**config.mk**
```make
export PLATFORM = sky130hd
export DESIGN_NAME = des_key_scheduler
export DESIGN_NICKNAME = d
export VERILOG_FILES = /design/src/rtl/des_key_scheduler.sv
export SDC_FILE = /design/constraint.sdc
export NUM_CORES = 1
export LEC_CHECK = 0
export CAP_MARGIN = 20
export CORE_MARGIN = 3
export CORE_UTILIZATION = 59
export DETAILED_ROUTE_END_ITERATION = 7
export DONT_BUFFER_PORTS = 1
export PLACE_DENSITY_LB_ADDON = 0.08
export RECOVER_POWER = 100
export SYNTH_ARGS = -nofsm -noshare
export SYNTH_HDL_FRONTEND = slang
export SYNTH_SLANG_ARGS = --single-unit
```
**constraint.sdc**
```tcl
create_clock -name CLK -period 2.2 [get_ports CLK]
set_input_delay 0.66 -clock CLK [delete_from_list [all_inputs] [get_ports CLK]]
set_output_delay 0.66 -clock CLK [all_outputs]
set_load 0.1 [all_outputs]
```
**src/rtl/des_key_scheduler.sv**
```systemverilog
// DES key schedule sequencer: applies PC-1 to a loaded key, then streams PC-2 round keys
// in encrypt (K1..K16) or decrypt (K16..K1) order by rotating the C/D halves in place.
module des_key_scheduler #(
    parameter int unsigned ROUNDS      = 16,
    parameter logic [15:0] SHIFT2_MASK = 16'h7EFC
) (
    input  logic        CLK,
    input  logic        RST,
    input  logic [63:0] KEY_IN,
    input  logic        MODE,
    input  logic        KEY_VALID,
    output logic        KEY_READY,
    input  logic        ABORT,
    output logic [47:0] RK_OUT,
    output logic [3:0]  RK_IDX,
    output logic        RK_VALID,
    input  logic        RK_READY,
    output logic        BUSY,
    output logic        DONE
);

    // DES tables use 1-based bit numbers with bit 1 as the MSB.
    localparam int PC1_TAB [56] = '{
        57, 49, 41, 33, 25, 17,  9,  1, 58, 50, 42, 34, 26, 18,
        10,  2, 59, 51, 43, 35, 27, 19, 11,  3, 60, 52, 44, 36,
        63, 55, 47, 39, 31, 23, 15,  7, 62, 54, 46, 38, 30, 22,
        14,  6, 61, 53, 45, 37, 29, 21, 13,  5, 28, 20, 12,  4
    };

    localparam int PC2_TAB [48] = '{
        14, 17, 11, 24,  1,  5,  3, 28, 15,  6, 21, 10,
        23, 19, 12,  4, 26,  8, 16,  7, 27, 20, 13,  2,
        41, 52, 31, 37, 47, 55, 30, 40, 51, 45, 33, 48,
        44, 49, 39, 56, 34, 53, 46, 42, 50, 36, 29, 32
    };

    typedef enum logic {StIdle, StRun} state_t;

    function automatic logic [55:0] pc1_perm(input logic [63:0] key);
        logic [55:0] r;
        r = '0;
        for (int i = 0; i < 56; i++) begin
            r[6'(55 - i)] = key[6'(64 - PC1_TAB[i])];
        end
        return r;
    endfunction

    function automatic logic [47:0] pc2_perm(input logic [55:0] cd);
        logic [47:0] r;
        r = '0;
        for (int i = 0; i < 48; i++) begin
            r[6'(47 - i)] = cd[6'(56 - PC2_TAB[i])];
        end
        return r;
    endfunction

    function automatic logic [27:0] rotl(input logic [27:0] x, input logic two);
        return two ? {x[25:0], x[27:26]} : {x[26:0], x[27]};
    endfunction

    function automatic logic [27:0] rotr(input logic [27:0] x, input logic two);
        return two ? {x[1:0], x[27:2]} : {x[0], x[27:1]};
    endfunction

    state_t      state_q;
    logic        mode_q;
    logic [27:0] c_q, d_q;
    logic [3:0]  rk_idx_q;
    logic        rk_valid_q, busy_q, done_q;

    logic [55:0] key_cd;
    logic [3:0]  nxt_idx, dec_idx;
    logic        last_idx;
    logic [27:0] c_nxt, d_nxt;
    logic        unused_parity;

    assign key_cd   = pc1_perm(KEY_IN);
    assign last_idx = (rk_idx_q == 4'(ROUNDS - 1));
    // Parity bits are dropped by PC-1.
    assign unused_parity = ^{KEY_IN[56], KEY_IN[48], KEY_IN[40], KEY_IN[32],
                             KEY_IN[24], KEY_IN[16], KEY_IN[8],  KEY_IN[0]};

    // Decrypt walks the encrypt schedule backwards: undo the shift of round ROUNDS-j.
    always_comb begin
        nxt_idx = rk_idx_q + 4'd1;
        dec_idx = 4'(ROUNDS) - nxt_idx;
        if (mode_q) begin
            c_nxt = rotr(c_q, SHIFT2_MASK[dec_idx]);
            d_nxt = rotr(d_q, SHIFT2_MASK[dec_idx]);
        end else begin
            c_nxt = rotl(c_q, SHIFT2_MASK[nxt_idx]);
            d_nxt = rotl(d_q, SHIFT2_MASK[nxt_idx]);
        end
    end

    always_ff @(posedge CLK or posedge RST) begin
        if (RST) begin
            state_q    <= StIdle;
            mode_q     <= 1'b0;
            c_q        <= '0;
            d_q        <= '0;
            rk_idx_q   <= '0;
            rk_valid_q <= 1'b0;
            busy_q     <= 1'b0;
            done_q     <= 1'b0;
        end else begin
            done_q <= 1'b0;
            unique case (state_q)
                StIdle: begin
                    if (KEY_VALID) begin
                        mode_q     <= MODE;
                        rk_idx_q   <= '0;
                        rk_valid_q <= 1'b1;
                        busy_q     <= 1'b1;
                        state_q    <= StRun;
                        if (MODE) begin
                            c_q <= key_cd[55:28];
                            d_q <= key_cd[27:0];
                        end else begin
                            c_q <= rotl(key_cd[55:28], SHIFT2_MASK[0]);
                            d_q <= rotl(key_cd[27:0], SHIFT2_MASK[0]);
                        end
                    end
                end
                StRun: begin
                    if (ABORT) begin
                        state_q    <= StIdle;
                        rk_valid_q <= 1'b0;
                        busy_q     <= 1'b0;
                    end else if (RK_READY) begin
                        if (last_idx) begin
                            state_q    <= StIdle;
                            rk_valid_q <= 1'b0;
                            busy_q     <= 1'b0;
                            done_q     <= 1'b1;
                        end else begin
                            rk_idx_q <= nxt_idx;
                            c_q      <= c_nxt;
                            d_q      <= d_nxt;
                        end
                    end
                end
                default: state_q <= StIdle;
            endcase
        end
    end

    assign KEY_READY = (state_q == StIdle);
    assign RK_OUT    = pc2_perm({c_q, d_q});
    assign RK_IDX    = rk_idx_q;
    assign RK_VALID  = rk_valid_q;
    assign BUSY      = busy_q;
    assign DONE      = done_q;

endmodule

```
Word-level counts from Yosys, hierarchy flattened
Memory sizes are Yosys's and may differ from the RTL's.
Index checks and enable logic that the tools add are counted.

word-level totals
  bits in registers = 64
  bits in read-only memories = 32
  output and inout port bits = 56
  logic and storage cells = 63
  memories = 2

operators by class
  add/sub/neg operators = 2
  order comparisons = 2
  eq/ne operators = 7
  multiplexer cells = 39
  bitwise gates (word level) = 1
  reductions and logical operators = 3

memories
  name              depth  bits a word  rd ports  clocked after Yosys merged registers in  write ports  RTL line  text
  (name not given)  16     1            1         0                                        0            92        d_nxt = rotl(d_q, SHIFT2_MASK[nxt_idx]);
  (name not given)  16     1            1         0                                        0            89        d_nxt = rotr(d_q, SHIFT2_MASK[dec_idx]);

operators by type and width
  operator                                                                       number
  28-bit two-way mux                                                             15
  28-bit case mux with 2 select lines                                            2
  4-bit two-way mux                                                              4
  1-bit two-way mux                                                              14
  4-bit by 5-bit less-than comparator with 1-bit output (second input constant)  2
  2-bit inequality test (second input constant)                                  4
  4-bit case mux with 2 select lines                                             1
  5-bit two-way mux                                                              1
  4-bit by 1-bit adder with 4-bit output (second input constant)                 1
  4-bit == test (second input constant)                                          1
  1-bit case mux with 2 select lines                                             2
  4-bit AND reduction                                                            1
  1-bit by 4-bit subtractor with 4-bit output (first input constant)             1
  3-bit by 2-bit inequality test with 1-bit output (second input constant)       1
  3-bit inequality test (second input constant)                                  1
  3-bit AND reduction                                                            1
  2-bit AND reduction                                                            1
  1-bit NOT                                                                      1

Logic depth before layout (Yosys ltp)
  depth after elaboration = 10
  mapped depth = 11
  depth with buffers taken out = 7

Least setup slack after synthesis
No wires, ideal clock.

  path type = register -> register
  start point = register rk_idx_q[0] (netlist: RK_IDX[0])
  end point = register c_q[8]
  library setup time = 0.131 ns
  arrival time = 3.007 ns
  slack = -0.939 ns
  cell stages (with the launch flop) = 9
  clock period less this slack = 3.139 ns
  cells stage by stage = dfrtp_1 -> buf_2 -> inv_1 -> ha_1 -> or3_4 -> a311oi_4 -> buf_4 -> a21oi_1 -> or3_1

on the way
  cells in the longest elaborated chain, start to end = 10

ends and longest elaborated chain
  what                                         RTL line  text
  start, declared                              68        logic [3:0] rk_idx_q;
  start signal, assigned                       137       rk_idx_q <= nxt_idx;
  4-bit by 1-bit adder with 4-bit output       85        nxt_idx = rk_idx_q + 4'd1;
  1-bit by 4-bit subtractor with 4-bit output  86        dec_idx = 4'(ROUNDS) - nxt_idx;
  memory 16 x 1 bit                            -
  1-bit two-way mux                            -
  28-bit two-way mux                           62        return two ? {x[1:0], x[27:2]} : {x[0], x[27:1]};
  28-bit two-way mux                           87        if (mode_q) begin
  28-bit two-way mux                           131       if (last_idx) begin
  28-bit two-way mux                           130       end else if (RK_READY) begin
  28-bit two-way mux                           126       if (ABORT) begin
  28-bit case mux with 2 select lines          108       unique case (state_q)
  end signal, assigned                         117       c_q <= key_cd[55:28];
  end signal, assigned                         120       c_q <= rotl(key_cd[55:28], SHIFT2_MASK[0]);
  end signal, assigned                         138       c_q <= c_nxt;
  end, declared                                67        logic [27:0] c_q, d_q;

Parallel ways exist; a longest one is shown, timed or not. The select of a mux whose other input is x is not followed.
A chain may end at the register's enable or synchronous reset.

Worst setup path in the final report
  start point = register rk_idx_q[1] (netlist: RK_IDX[1])
  end point = register c_q[10]

Same word-level chain as after synthesis.

==> results.cfg <==
[layout]
antennaDiodeCount = 0
layout-drive-gt1-share_pct = 28.3
design_area_um2 = 6620
syn2layout_area_growth_pct = 22.9
fillerInstances = 630
nets = 752
fin_cells = 793

[detailed_routing]
post_drt_via_cell_ratio = 7.28
wl_per_cell_um = 22.7
first_iter_violations = 809
drt_pass1_iterations = 5
drc = 0
ant_nets = 0
route.vias.total = 5777
wl_um = 18000

[placed_design]
portBuffers = 0
place.gp.congestion = 0.885
dp_hpwl_um = 11000
place_area_um2 = 5910
placed_cells = 760

[worst_setup_path]
critical_path_class = register to register
critPathMaxStageDelay_ps = 450
reg2reg_depth = 7
cp_data_arrival_time_ps = 2450
cp_top_family = compound AO/OA/AOI/OAI gates
path_buf_inv = 2
crit_path_max_fanout = 20
critical-path-slowest-cell = dfrtp_2
r2r_end = c_q[10]
crit_chain = inv_2 > ha_4 > or3_4 > a311o_2 > buf_8 > o211ai_1 > nand3b_1
required_ps = 2410
r2r_start = RK_IDX[1]
end_kind = register
regToRegSetupSlack_ps = -40
start_kind = register

[clock_tree]
holdBufCountCts = 0
worstSkewPairLatency_ps = 350
clkTransAtPathRegs_ps = 90
clock_path_buffers = 2
root_buffer = clkbuf_8
numCtsBuffers = 9
cts_tree = built
htreeDepth = 3
cts.sinks = 64

[sta]
max_slew_margin_pct = 26.5
fmax_mhz = 447
final_hold_viol_count = 0
slew_violations = 0
rsz0062_at_grt = yes
period_minus_slack_ps = 2240
fin_crit_sh_pct = 102
worst_slack_ps = -39.0
worst_pin_slew_ps = 1100
setup_viol = 7
clock_skew_ps = 16.3

[synth]
synthCells = 652
synth_seq_cells = 64
synthArstFlopShare_pct = 100
post_synth.cell_area_avg_um2 = 8.27
ys_seq_area_share_pct = 29.7
yosysWarnings = 0
syn-cell-area_um2 = 5390
synth_ff_type = dfrtp_1
synth_edf_count = 0
synth.distinct_cells = 57

[global_routing]
grt_pass1_vias = 5393
grt.busiest_layer = met2
use_met2_pct = 52.8
use_met3_pct = 5.92
grt_overflow = 0
gr-usage-all-layers_pct = 33.8
grt_max_degree = 55
antenna_found_initial = 0
grt_pass1_wl_um = 28000
grt_util_met1_pct = 46.7

[power]
p_sw_share_pct = 51.0
max-vdd-ir-drop_mv = 0.535
power_density_nw_per_um2 = 995
power_frac_seq_pct = 22.5
power_frac_comb_pct = 61.7
intPower_mw = 3.23
clkPwrFrac_pct = 15.9
netSwitchingPower_mw = 3.36
p_leak_nw = 2.62

[job]
drv_cap = 0

[floorplan]
io_pins = 126
dieArea_um2 = 10300
fp.dieW_um = 102
row_count = 34
initial_core_util_pct = 61.2
dieHeight_um = 102
coreArea_um2 = 8810

[status]
status = finished, violations left
failed_checks = setup timing

[min_path]
worstHoldPathType = primary input to async pin
## cells in the final DEF (no fill, tap or decap), types with 12 or more instances in the layout
cell	count
a211oi_1	19
nor2_1	21
buf_12	14
buf_4	53
a2111oi_4	14
a311o_1	16
nand2_1	93
nand3b_1	18
o21ai_0	16
nand4_1	37
o211ai_1	71
conb_1	22
a21oi_1	18
mux2i_1	12
dfrtp_1	59
and3_1	18
a311oi_1	17
clkbuf_2	26
## worst max path at each step
stage                         start  endpoint  cells after the start
after floorplan           RK_IDX[0]    c_q[8]                      8
after global placement    RK_IDX[1]    d_q[7]                      7
after detailed placement  RK_IDX[1]    c_q[6]                      7
after CTS                 RK_IDX[1]    d_q[4]                      8
after global routing      RK_IDX[1]    d_q[9]                      9
final                     RK_IDX[1]   c_q[10]                      7
## worst reg2reg max path, stage by stage, from the launching register on
cell and delay [ps]:
dfrtp_2 450, inv_2 100, ha_4 230, or3_4 350
a311o_2 450, buf_8 210, o211ai_1 220, nand3b_1 110
## through the flow
stage	total power, mW	util [%]	hold slack, ps	worst slack, ps	setup TNS (ps)
after floorplan	3.83	-	523	-310	-14380
after global placement	4.71	67.1	569	-56.1	-747
after detailed placement	4.75	67.1	575	-107	-2430
after CTS	5.93	70.5	220	-14.6	-14.6
after global routing	6.80	75.2	389	-111	-1760
final	6.59	75.2	348	-39.0	-111
## per-layer routing
layer  share of wire (%)  up-vias
met4                 2.0        0
met3                  11       53
met2                  48      436
met5                   0        -
met1                  39     2791
li1                    -     2497
## area by class of cell
class	count	area, um2	area share, %
Timing Repair Buffer	116	1110	16.7
Clock buffer	12	145	2.19
Sequential cell	64	1610	24.3
Multi-Input combinational cell	484	3560	53.8
Inverter	5	20.0	0.302
Clock inverter	4	45.0	0.680
Tap cell	108	135	2.04
## state kept, by name, summed over array words and instances (netlist names)
| signal | cells |
|---|---|
| c_q | 28 |
| d_q | 28 |
| RK_IDX | 4 |
| BUSY | 1 |
| DONE | 1 |
| mode_q | 1 |
| state_q | 1 |
## kinds of logic (layout without fill, tap and decap cells)
| logic type | after synthesis | count (layout) | share of synthesized area [%] |
|---|---|---|---|
| and+or+nand+nor | 224 | 224 | 21.4 |
| AOI/OAI and AO/OA | 220 | 220 | 31.7 |
| buffers and inverters | 125 | 137 | 13.6 |
| DFF | 64 | 64 | 29.7 |
| muxes | 13 | 13 | 2.44 |
| xor gates and xnor gates | 3 | 3 | 0.627 |
| adders and majority gates | 2 | 2 | 0.464 |
| other | 1 | 22 | 0.0696 |
## cell usage after synthesis (2+ instances only)
cell / count / area, um2
a2111oi_0: 13 / 114
a2111oi_2: 6 / 90.1
a211oi_1: 20 / 150
a21oi_1: 20 / 100
a22o_1: 3 / 26.3
a311o_1: 17 / 170
a311oi_1: 20 / 175
a32o_1: 4 / 40.0
and3_1: 21 / 131
buf_1: 3 / 11.3
buf_2: 36 / 180
buf_4: 54 / 405
buf_6: 2 / 22.5
clkbuf_1: 24 / 90.1
dfrtp_1: 64 / 1600
ha_1: 2 / 25.0
inv_1: 5 / 18.8
mux2i_1: 12 / 120
nand2_1: 95 / 357
nand2b_1: 4 / 25.0
nand3_1: 2 / 10.0
nand3b_1: 18 / 135
nand4_1: 37 / 231
nor2_1: 24 / 90.1
nor3_1: 8 / 40.0
o211a_1: 2 / 20.0
o211ai_1: 71 / 533
o21ai_0: 24 / 120
o22ai_1: 12 / 75.1
or3_1: 2 / 12.5
## what timing repair did
action | 4_1_cts | 5_1_grt
setup endpoints to repair | 54 | 54
pin swaps | 2 | 23
gates cloned | 1 | 5
gates resized for setup | 20 | 60
endpoints found under the hold margin | 0 | 0
buffers inserted | 4 | 7
## power groups by stage
| stage | combinational (mW) | clock, mW | sequential [mW] |
|---|---|---|---|
| 2_1_floorplan | 2.35 | 0 | 1.48 |
| 3_3_place_gp | 3.25 | 0 | 1.47 |
| 3_5_place_dp | 3.29 | 0 | 1.47 |
| 4_1_cts | 3.43 | 1.05 | 1.45 |
| 5_1_grt | 4.21 | 1.10 | 1.49 |
| 6_report | 4.06 | 1.04 | 1.48 |
Power figures use the tool's default switching activity.
